**src/rtl/mips_pkg.sv**
```systemverilog
// ---------------------------------------------------------------------------
// mips_pkg
//   Encodings shared by the MEM/WB stage and its data-memory access FSM.
//   - MemtoReg writeback-source encodings (2'b11 is treated as ALU).
//   - FSM state constants for the memory access controller.
//   - is_word_aligned(): word alignment test on a byte address.
// ---------------------------------------------------------------------------
package mips_pkg;

  localparam logic [1:0] MTR_ALU = 2'b00;
  localparam logic [1:0] MTR_MEM = 2'b01;
  localparam logic [1:0] MTR_PC4 = 2'b10;

  localparam logic [0:0] ST_IDLE   = 1'b0;
  localparam logic [0:0] ST_ACCESS = 1'b1;

  function automatic logic is_word_aligned(input logic [31:0] byte_addr);
    return (byte_addr[1:0] == 2'b00);
  endfunction

endpackage

```
**src/rtl/mem_wb_stage_if.sv**
```systemverilog
// ---------------------------------------------------------------------------
// mem_wb_stage_if
//   Request/acknowledge data-memory bus used by the MEM stage.
//   dmem_req   : access request, held until dmem_ack or abort
//   dmem_we    : 1 = write, 0 = read (valid while dmem_req)
//   dmem_addr  : word-aligned byte address (valid while dmem_req)
//   dmem_wdata : store data (valid while dmem_req)
//   dmem_rdata : read data, meaningful only in the dmem_ack cycle
//   dmem_ack   : one-cycle completion strobe from the memory
//   Modports: master = pipeline side, slave = memory side.
// ---------------------------------------------------------------------------
interface mem_wb_stage_if;
  logic        dmem_req;
  logic        dmem_we;
  logic [31:0] dmem_addr;
  logic [31:0] dmem_wdata;
  logic [31:0] dmem_rdata;
  logic        dmem_ack;

  modport master (
    output dmem_req, dmem_we, dmem_addr, dmem_wdata,
    input  dmem_rdata, dmem_ack
  );

  modport slave (
    input  dmem_req, dmem_we, dmem_addr, dmem_wdata,
    output dmem_rdata, dmem_ack
  );
endinterface

```
**src/rtl/mem_wb_stage_mem_access_fsm.sv**
```systemverilog
// ---------------------------------------------------------------------------
// mem_access_fsm
//   Controls one load/store at a time over the req/ack bus.
//   Inputs : clk, reset (sync, active-high), addr/wdata (from EX/MEM),
//            mem_read, mem_write.
//   Bus    : dmem (master modport) - request fields are registered here.
//   Outputs: stall          comb, holds the front pipeline
//            wb_load        comb, WB registers take the current instruction
//                           (otherwise the WB stage receives a bubble)
//            use_rdata      comb, the bus read data is valid this cycle
//            misalign_err   registered one-cycle pulse
//            bus_timeout_err registered one-cycle pulse
// ---------------------------------------------------------------------------
module mem_access_fsm
  import mips_pkg::*;
#(
  parameter int TIMEOUT_CYCLES = 255,
  parameter int CNT_W          = 8
) (
  input  logic                 clk,
  input  logic                 reset,
  input  logic [31:0]          addr,
  input  logic [31:0]          wdata,
  input  logic                 mem_read,
  input  logic                 mem_write,
  mem_wb_stage_if.master       dmem,
  output logic                 stall,
  output logic                 wb_load,
  output logic                 use_rdata,
  output logic                 misalign_err,
  output logic                 bus_timeout_err
);

  localparam logic [CNT_W-1:0] CNT_LAST = CNT_W'(TIMEOUT_CYCLES - 1);

  logic [0:0]       state;
  logic [CNT_W-1:0] cnt;

  logic mem_op, aligned, ack_valid, at_limit;
  logic start, misalign, done, expire;

  // NOTE: every signal assigned in always_comb gets a value on every path
  // (defaults first), otherwise synthesis infers a latch.
  always_comb begin
    mem_op    = mem_read | mem_write;
    aligned   = is_word_aligned(addr);
    // An ack with no outstanding request (e.g. after a reset abort) is stray.
    ack_valid = dmem.dmem_ack & dmem.dmem_req;
    at_limit  = (cnt == CNT_LAST);

    start     = (state == ST_IDLE) & mem_op & aligned;
    misalign  = (state == ST_IDLE) & mem_op & ~aligned;
    done      = (state == ST_ACCESS) & ack_valid;
    // Ack wins over a coincident timeout.
    expire    = (state == ST_ACCESS) & ~ack_valid & at_limit;

    stall     = start | ((state == ST_ACCESS) & ~ack_valid & ~at_limit);
    wb_load   = ((state == ST_IDLE) & ~mem_op) | done;
    use_rdata = done;
  end

  // NOTE: sequential state uses non-blocking (<=) assignments so all
  // registers update together from pre-edge values.
  always_ff @(posedge clk) begin
    if (reset) begin
      state           <= ST_IDLE;
      cnt             <= '0;
      dmem.dmem_req   <= 1'b0;
      dmem.dmem_we    <= 1'b0;
      dmem.dmem_addr  <= '0;
      dmem.dmem_wdata <= '0;
      misalign_err    <= 1'b0;
      bus_timeout_err <= 1'b0;
    end else begin
      misalign_err    <= misalign;
      bus_timeout_err <= expire;
      case (state)
        ST_IDLE: begin
          if (start) begin
            state           <= ST_ACCESS;
            cnt             <= '0;
            dmem.dmem_req   <= 1'b1;
            dmem.dmem_we    <= mem_write;
            dmem.dmem_addr  <= {addr[31:2], 2'b00};
            dmem.dmem_wdata <= wdata;
          end
        end
        default: begin
          if (done || expire) begin
            state         <= ST_IDLE;
            dmem.dmem_req <= 1'b0;
          end else begin
            cnt <= cnt + CNT_W'(1);
          end
        end
      endcase
    end
  end

endmodule

```
**src/rtl/mem_wb_stage.sv**
```systemverilog
// ---------------------------------------------------------------------------
// mem_wb_stage
//   MEM stage plus MEM/WB pipeline register.
//   Inputs : clk, reset (sync, active-high), EX/MEM register outputs
//            (MEM_PCplus4, MEM_ALU_out, MEM_Write_register, MEM_Databus2,
//             MEM_RegWrite, MEM_MemRead, MEM_MemWrite, MEM_MemtoReg).
//   Bus    : dmem (master modport) to the data memory.
//   Outputs: mem_stall (comb) freezes PC, IF/ID, ID/EX, EX/MEM;
//            WB_Write_register / WB_RegWrite / WB_Write_data to the regfile;
//            misalign_err / bus_timeout_err one-cycle error pulses.
//   Upstream inputs are held stable while mem_stall=1 and are not re-latched.
// ---------------------------------------------------------------------------
module mem_wb_stage
  import mips_pkg::*;
#(
  parameter int TIMEOUT_CYCLES = 255,
  parameter int CNT_W          = 8
) (
  input  logic        clk,
  input  logic        reset,
  input  logic [31:0] MEM_PCplus4,
  input  logic [31:0] MEM_ALU_out,
  input  logic [4:0]  MEM_Write_register,
  input  logic [31:0] MEM_Databus2,
  input  logic        MEM_RegWrite,
  input  logic        MEM_MemRead,
  input  logic        MEM_MemWrite,
  input  logic [1:0]  MEM_MemtoReg,
  mem_wb_stage_if.master dmem,
  output logic        mem_stall,
  output logic [4:0]  WB_Write_register,
  output logic        WB_RegWrite,
  output logic [31:0] WB_Write_data,
  output logic        misalign_err,
  output logic        bus_timeout_err
);

  logic        wb_load;
  logic        use_rdata;
  logic [31:0] wb_data;

  mem_access_fsm #(
    .TIMEOUT_CYCLES (TIMEOUT_CYCLES),
    .CNT_W          (CNT_W)
  ) u_fsm (
    .clk             (clk),
    .reset           (reset),
    .addr            (MEM_ALU_out),
    .wdata           (MEM_Databus2),
    .mem_read        (MEM_MemRead),
    .mem_write       (MEM_MemWrite),
    .dmem            (dmem),
    .stall           (mem_stall),
    .wb_load         (wb_load),
    .use_rdata       (use_rdata),
    .misalign_err    (misalign_err),
    .bus_timeout_err (bus_timeout_err)
  );

  // Writeback source select; memory data only exists in the ack cycle,
  // so MTR_MEM outside of it falls back to the ALU result.
  always_comb begin
    wb_data = MEM_ALU_out;
    case (MEM_MemtoReg)
      MTR_PC4: wb_data = MEM_PCplus4;
      MTR_MEM: if (use_rdata) wb_data = dmem.dmem_rdata;
      default: ;
    endcase
  end

  // A bubble only clears WB_RegWrite; the other WB fields hold.
  always_ff @(posedge clk) begin
    if (reset) begin
      WB_Write_register <= '0;
      WB_RegWrite       <= 1'b0;
      WB_Write_data     <= '0;
    end else if (wb_load) begin
      WB_Write_register <= MEM_Write_register;
      WB_RegWrite       <= MEM_RegWrite & (MEM_Write_register != 5'd0);
      WB_Write_data     <= wb_data;
    end else begin
      WB_RegWrite       <= 1'b0;
    end
  end

endmodule

```
**src/flat_wrapper.sv**
```systemverilog
// flat-port wrapper written by rule: the top's interface ports become plain ports
module mem_wb_stage_flat import mips_pkg::*;
#(
  parameter int TIMEOUT_CYCLES = 255,
  parameter int CNT_W          = 8
)
  (clk, reset, MEM_PCplus4, MEM_ALU_out, MEM_Write_register, MEM_Databus2, MEM_RegWrite, MEM_MemRead, MEM_MemWrite, MEM_MemtoReg, mem_stall, WB_Write_register, WB_RegWrite, WB_Write_data, misalign_err, bus_timeout_err, dmem_dmem_req, dmem_dmem_we, dmem_dmem_addr, dmem_dmem_wdata, dmem_dmem_rdata, dmem_dmem_ack);
  mem_wb_stage_if dmem_i ();
  input  logic clk;
  input  logic reset;
  input  logic [31:0] MEM_PCplus4;
  input  logic [31:0] MEM_ALU_out;
  input  logic [4:0] MEM_Write_register;
  input  logic [31:0] MEM_Databus2;
  input  logic MEM_RegWrite;
  input  logic MEM_MemRead;
  input  logic MEM_MemWrite;
  input  logic [1:0] MEM_MemtoReg;
  output logic mem_stall;
  output logic [4:0] WB_Write_register;
  output logic WB_RegWrite;
  output logic [31:0] WB_Write_data;
  output logic misalign_err;
  output logic bus_timeout_err;
  output wire logic [$bits(dmem_i.dmem_req)-1:0] dmem_dmem_req;
  output wire logic [$bits(dmem_i.dmem_we)-1:0] dmem_dmem_we;
  output wire logic [$bits(dmem_i.dmem_addr)-1:0] dmem_dmem_addr;
  output wire logic [$bits(dmem_i.dmem_wdata)-1:0] dmem_dmem_wdata;
  input wire logic [$bits(dmem_i.dmem_rdata)-1:0] dmem_dmem_rdata;
  input wire logic [$bits(dmem_i.dmem_ack)-1:0] dmem_dmem_ack;
  assign dmem_dmem_req = dmem_i.dmem_req;
  assign dmem_dmem_we = dmem_i.dmem_we;
  assign dmem_dmem_addr = dmem_i.dmem_addr;
  assign dmem_dmem_wdata = dmem_i.dmem_wdata;
  assign dmem_i.dmem_rdata = dmem_dmem_rdata;
  assign dmem_i.dmem_ack = dmem_dmem_ack;
  mem_wb_stage #(.TIMEOUT_CYCLES(TIMEOUT_CYCLES), .CNT_W(CNT_W)) u_core (.clk(clk), .reset(reset), .MEM_PCplus4(MEM_PCplus4), .MEM_ALU_out(MEM_ALU_out), .MEM_Write_register(MEM_Write_register), .MEM_Databus2(MEM_Databus2), .MEM_RegWrite(MEM_RegWrite), .MEM_MemRead(MEM_MemRead), .MEM_MemWrite(MEM_MemWrite), .MEM_MemtoReg(MEM_MemtoReg), .dmem(dmem_i), .mem_stall(mem_stall), .WB_Write_register(WB_Write_register), .WB_RegWrite(WB_RegWrite), .WB_Write_data(WB_Write_data), .misalign_err(misalign_err), .bus_timeout_err(bus_timeout_err));
endmodule
```
**config.mk**
```make
export PLATFORM = sky130hd
export DESIGN_NAME = mem_wb_stage_flat
export DESIGN_NICKNAME = d
export VERILOG_FILES = /design/src/rtl/mips_pkg.sv /design/src/rtl/mem_wb_stage_if.sv /design/src/rtl/mem_wb_stage_mem_access_fsm.sv /design/src/rtl/mem_wb_stage.sv /design/src/flat_wrapper.sv
export SDC_FILE = /design/constraint.sdc
export NUM_CORES = 1
export LEC_CHECK = 0
export ABC_AREA = 1
export CAP_MARGIN = 0
export CORE_ASPECT_RATIO = 1.25
export CORE_MARGIN = 5
export CORE_UTILIZATION = 38
export CTS_BUF_LIST = sky130_fd_sc_hd__clkbuf_4 sky130_fd_sc_hd__clkbuf_8 sky130_fd_sc_hd__clkbuf_16
export CTS_CLUSTER_DIAMETER = 40
export CTS_CLUSTER_SIZE = 8
export DETAILED_ROUTE_END_ITERATION = 6
export GPL_TIMING_DRIVEN = 0
export PLACE_DENSITY = 0.78
export SYNTH_ARGS = -nofsm -noshare
export SYNTH_HDL_FRONTEND = slang
export SYNTH_SLANG_ARGS = --single-unit
```
**constraint.sdc**
```tcl
create_clock -name clk -period 1.3 [get_ports clk]
set_input_delay 0.195 -clock clk [delete_from_list [all_inputs] [get_ports clk]]
set_output_delay 0.195 -clock clk [all_outputs]
set_load 0.1 [all_outputs]
```
# --- After elaboration in Yosys (flattened, before gate mapping) ---
# Index checks and enable logic that the tools add are counted.
word_totals:
  output_inout_bits: 107
  reg_bits: 113
  input_bits: 141
  wordCells: 55
op_classes:
  n_mux: 11
  n_bitwise: 19
  add_sub_neg: 1
  reduce_logical: 8
  eq_ne: 5
ops:
  columns: ["operator", "n"]
  rows:
  - ["$pmux W32 S2", 1]
  - ["$mux W32", 1]
  - ["$mux W8", 3]
  - ["$and A1 B1 Y1", 10]
  - ["$add A8 B1 Y8 const B", 1]
  - ["$eq A8 B8 Y1 const B", 1]
  - ["$mux W1", 6]
  - ["$not A1 Y1", 6]
  - ["$reduce_and A2 Y1", 3]
  - ["$reduce_bool A5 Y1", 1]
  - ["$or A1 B1 Y1", 3]
  - ["$eq A2 B1 Y1 const B", 1]
  - ["$eq A2 B2 Y1 const B", 1]
  - ["$logic_not A2 Y1", 1]
  - ["$ne A2 B1 Y1 const B", 1]
  - ["$ne A2 B2 Y1 const B", 1]
  - ["$reduce_bool A2 Y1", 1]
  - ["$reduce_or A2 Y1", 1]
  - ["$logic_or A1 B1 Y1", 1]

# --- Logic depth before layout (Yosys ltp) ---
depth:
  word_depth: 7
  depth_mapped: 10
  depth_no_buf: 10

# --- Modules after synthesis ---
# From an unflattened synthesis, not the netlist that was laid out.
unflattened:
  cells_unflattened: 816
  area_unflattened_um2: 5577.8
by_module_without_submodules:
  columns: ["mod", "area_per_inst_um2", "n_inst", "cells_per_inst", "seq_area_each_um2"]
  rows:
  - ["mem_access_fsm", 2887.8, 1, 368, 1501.4]
  - ["mem_wb_stage", 2690.1, 1, 448, 760.7]

# --- Worst setup path before layout ---
# Ideal clock, no wire load.
synth_path:
  kind: "flip-flop to flip-flop"
  from: "register u_core.u_fsm.dmem.dmem_req"
  to: "register u_core.u_fsm.cnt[5]"
  t_required_ns: 1.235
  synth_period_minus_slack_ns: 2.171
  arrival_ns: 2.106
  setup_slack_ns: -0.871
  setup_ns: 0.065
  path_stages_with_launch: 8
  path_buffers: 1
  cell_sequence: "dfxtp_1 -> buf_2 -> a21oi_2 -> nand2_1 -> nand2_2 -> nor2_1 -> nor2_1 -> nor2_1"
synth_via:
  elab_chain_len: 7
  elab_cells_between_ends: 8
  classes_between: "eq/ne: 1; bitwise: 5; reduce/logical: 2"
synth_rtl:
  columns: ["item", "line", "source"]
  rows:
  - ["start: declaration", "mem_wb_stage_if.sv:21", "output dmem_req, dmem_we, dmem_addr, dmem_wdata,"]
  - ["start signal: assignment", "mem_wb_stage_mem_access_fsm.sv:68", "dmem.dmem_req <= 1'b0;"]
  - ["start signal: assignment", "mem_wb_stage_mem_access_fsm.sv:82", "dmem.dmem_req <= 1'b1;"]
  - ["start signal: assignment", "mem_wb_stage_mem_access_fsm.sv:91", "dmem.dmem_req <= 1'b0;"]
  - ["$and A1 B1 Y1 (*)", "mem_wb_stage_mem_access_fsm.sv:48", "ack_valid = dmem.dmem_ack & dmem.dmem_req;"]
  - ["$not A1 Y1", "mem_wb_stage_mem_access_fsm.sv:55", "expire = (state == ST_ACCESS) & ~ack_valid & at_limit;"]
  - ["$and A1 B1 Y1 (2 in a row)", "mem_wb_stage_mem_access_fsm.sv:55", null]
  - ["$logic_or A1 B1 Y1 (*)", "mem_wb_stage_mem_access_fsm.sv:89", "if (done || expire) begin"]
  - ["$ne A2 B2 Y1 (no line) (*)", null, null]
  - ["$reduce_and A2 Y1 (no line) (*)", null, null]
  - ["end signal: assignment", "mem_wb_stage_mem_access_fsm.sv:93", "cnt <= cnt + CNT_W'(1);"]
  - ["end: declaration", "mem_wb_stage_mem_access_fsm.sv:37", "logic [CNT_W-1:0] cnt;"]
# Mark *: on every way between the ends. The rest lies on a longest branch, timed or not.
# A chain may end at the register's enable or synchronous reset.

# --- Final worst setup path ---
layout_path:
  from: "register u_core.u_fsm.cnt[0]"
  to: "output mem_stall"
layout_via:
  elab_chain_len: 4
layout_rtl:
  columns: ["item", "line", "source"]
  rows:
  - ["$eq A8 B8 Y1", "mem_wb_stage_mem_access_fsm.sv:49", "at_limit = (cnt == CNT_LAST);"]
  - ["$not A1 Y1", "mem_wb_stage_mem_access_fsm.sv:57", "stall = start | ((state == ST_ACCESS) & ~ack_valid & ~at_limit);"]
  - ["$and A1 B1 Y1", "mem_wb_stage_mem_access_fsm.sv:57", null]
  - ["$or A1 B1 Y1", "mem_wb_stage_mem_access_fsm.sv:57", null]
  - ["end: declaration", "flat_wrapper.sv:19", "output logic mem_stall;"]
# No other way between the ends.

==> impl_metrics.yaml <==
finish:
  synthToLayoutAreaGrowth_pct: 83.5
  postLayoutCoreUtil_pct: 71.5
  num-nets-final: 1258
  final_layout_size_suffix_gt1_share_pct: 35.1
  finalInstanceArea_um2: 9960
  layout_commonest_cell: "clkdlybuf4s50_1"
  finalNonFillerCells: 1297
  final_cell_mix: "136 x clkdlybuf4s50_1, 130 x buf_4, 115 x nand2_1, 101 x nand3_1, 83 x nor2_1"
  diodes: 0
floorplan:
  num_io_pins: 248
  dieArea_um2: 16800
  start_util_pct: 38.9
  core_area_um2: 13900
  num_rows: 48
  dieWidth_um: 117
  fp.dieH_um: 144
yosys:
  synth.distinct_cells: 28
  synth_top_area_cell: "dfxtp_1"
  netlist_top_cells_area: "dfxtp_1 42%, nand3_1 10%, a21oi_1 9.9%"
  netlist.area_leader.share_pct: 41.7
  synth_seq_cells: 113
  syn-cell-area_um2: 5430
  synth_warnings: 0
  syn_avg_cell_area_um2: 6.80
  synthCells: 798
  yosysSeqAreaShare_pct: 41.7
power_and_ir_drop:
  ir_worst_vdd_mv: 0.883
  cellLeakagePower_uw: 0.00437
  p_per_area_nw_per_um2: 1250
routing:
  drc: 0
  routed_wl_mm: 23.8
  vias: 6851
  wl_per_cell_um: 18.4
  dr.pass1.iters: 5
  drt_iter0_drc: 567
  postRouteAntennaNets: 0
  avgViaCountPerCell: 5.28
timing:
  finClkSkew_ns: 0.00713
  rsz0062_at_grt: "yes"
  fmax_ghz: 0.593
  setup_violations: 112
  tightest_slew_ns: 0.597
  fin_crit_ns: 1.69
  tns_ns: -13.27
  period_share_pct: 130
  hold_violations: 0
  maxSlewViolCount: 0
  setup_ws_ns: -0.387
  slew_headroom_pct: 60.2
global_routing:
  grt_pass1_vias: 6693
  antenna_found_initial: 0
  grt-ovfl-total: 0
  grt_pass1_wl_mm: 34.2
  grt_start_max_net_pins: 17
  grt_usage_pct: 26.2
run_status:
  outcome: "complete, but fails checks"
  violations: "setup timing"
placed_design:
  gp_congestion: 0.894
  hpwl_mm: 15.7
  postPlaceCellArea_um2: 8230
  io_buffers: 244
  post-place-cells: 1218
worst_setup_path:
  crit_slowest_cell: "dfxtp_4"
  path_common_cell: "nand2_4"
  crit_type: "flop to output port"
  end_kind: "output port"
  crit_chain: "inv_4, ha_4, nand2_4, nor2_4, nand2_4, nand2_4, nand2_8, buf_12"
  worstPathArrival_ns: 1.49
  crit_fanout: 2
  worst-endpoint-required_ns: 1.11
  cp_slowest_stage_delay_ns: 0.35
  start_kind: "flop"
  r2r_slack_ns: -0.31
clock_tree:
  cts_tree: "built"
  insertion_delay_ns: 0.42
  h-tree-depth: 4
  path_clk_slew_ns: 0.05
  cts-buffers-inserted: 17
  cts_max_path_buffers: 2
  cts_hold_buf: 0
  cts.sinks: 113
  cts_root_buffer: "clkbuf_16"
job:
  maxCapViolCount: 0
min_path:
  hold_class: "primary input to flop"
final timing paths:
kind,from,depth (start not counted),end
setup / recovery,u_core.u_fsm.cnt[0],8,mem_stall
hold / removal,MEM_MemWrite,3,u_core.u_fsm.dmem.dmem_we
setup reg to reg,u_core.u_fsm.cnt[0],11,u_core.u_fsm.cnt[7]
hold reg to reg,u_core.WB_Write_data[23],2,u_core.WB_Write_data[23]
synthesized netlist by cell type:
cell type	instances
nor3_1	1
a21oi_1	107
buf_1	5
clkbuf_1	32
nand3_2	1
clkbuf_2	1
inv_1	73
nand4_1	32
o21ai_0	63
buf_4	6
inv_2	2
nand2_2	3
dfxtp_1	113
buf_2	21
buf_6	1
nand2_1	124
nor2_2	1
a21oi_2	1
nor2_4	1
a21oi_4	1
xor2_1	3
nor2_1	87
conb_1	1
nand3_1	111
nor4_1	1
o211ai_1	1
ha_1	4
o21ai_2	1
logic make-up (layout without fill, tap and decap cells):
| group | count (synthesis) | count (layout) | share of synthesized area, % |
|---|---|---|---|
| AND/OR/NAND/NOR | 362 | 364 | 29.6 |
| AO/OA/AOI/OAI | 174 | 175 | 16.4 |
| buffers and inverters | 141 | 461 | 10.8 |
| flip-flops | 113 | 113 | 41.7 |
| adder cells (fa/ha/maj) | 4 | 4 | 0.922 |
| XOR/XNOR | 3 | 3 | 0.484 |
| other | 1 | 2 | 0.0691 |
area by class of cell:
class	count	area, um^2
clock inverters	5	80.1
repair buffers	294	2860
inverters	75	292
multi-input cells	548	3120
flip-flops and latches	113	2320
plain buffers	64	564
clock buffers	23	495
well taps	175	219
fillers	1135	3980
worst max-delay path, delay by kind of cell, from the launching register on:
| family | cells | cell delay, ns |
|---|---|---|
| AND/OR/NAND/NOR | 5 | 0.35 |
| flip-flops | 1 | 0.35 |
| buffers and inverters | 2 | 0.23 |
| adder cells (fa/ha/maj) | 1 | 0.13 |
what timing repair did:
| action | CTS | global route |
|---|---|---|
| setup buffers | 20 | 20 |
| pin swaps | 13 | 47 |
| resized for setup | 763 | 182 |
| setup endpoints to repair | 217 | 114 |
| cloned | 5 | 12 |
registers in the layout, indices dropped and copies added (netlist names):
register                      flops
u_core.WB_RegWrite                1
u_core.WB_Write_data             32
u_core.WB_Write_register          5
u_core.u_fsm.bus_timeout_err      1
u_core.u_fsm.cnt                  8
u_core.u_fsm.dmem.dmem_addr      30
u_core.u_fsm.dmem.dmem_req        1
u_core.u_fsm.dmem.dmem_wdata     32
u_core.u_fsm.dmem.dmem_we         1
u_core.u_fsm.misalign_err         1
u_core.u_fsm.state                1
power by group:
part	internal, uW	leakage [uW]	switching (uW)	total, uW
Sequential	3690	0.000941	142	3830
Combinational	1310	0.00315	2650	3950
Clock	3010	0.000280	1610	4630
Total	8010	0.00437	4400	12400
per-stage QoR:
step	setup slack [ns]	hold slack (ns)	total power, uW
detailed placement	-1.49	0.460	7320
CTS	-0.415	0.243	12100
finish	-0.387	0.271	12400
global placement	-1.49	0.448	7290
floorplan	-0.0871	0.319	6180
global route	-0.446	0.275	12800
routing by layer:
metal / vias to the layer above / wire [um] / GRT usage (%)
met5: - / 0 / 0
met4: 0 / 730 / 9.90
met3: 55 / 2300 / 9.65
met2: 332 / 12100 / 45.9
met1: 3185 / 8680 / 28.6
li1: 3279 / - / -
Note: power is estimated with default switching activity, not from simulation.
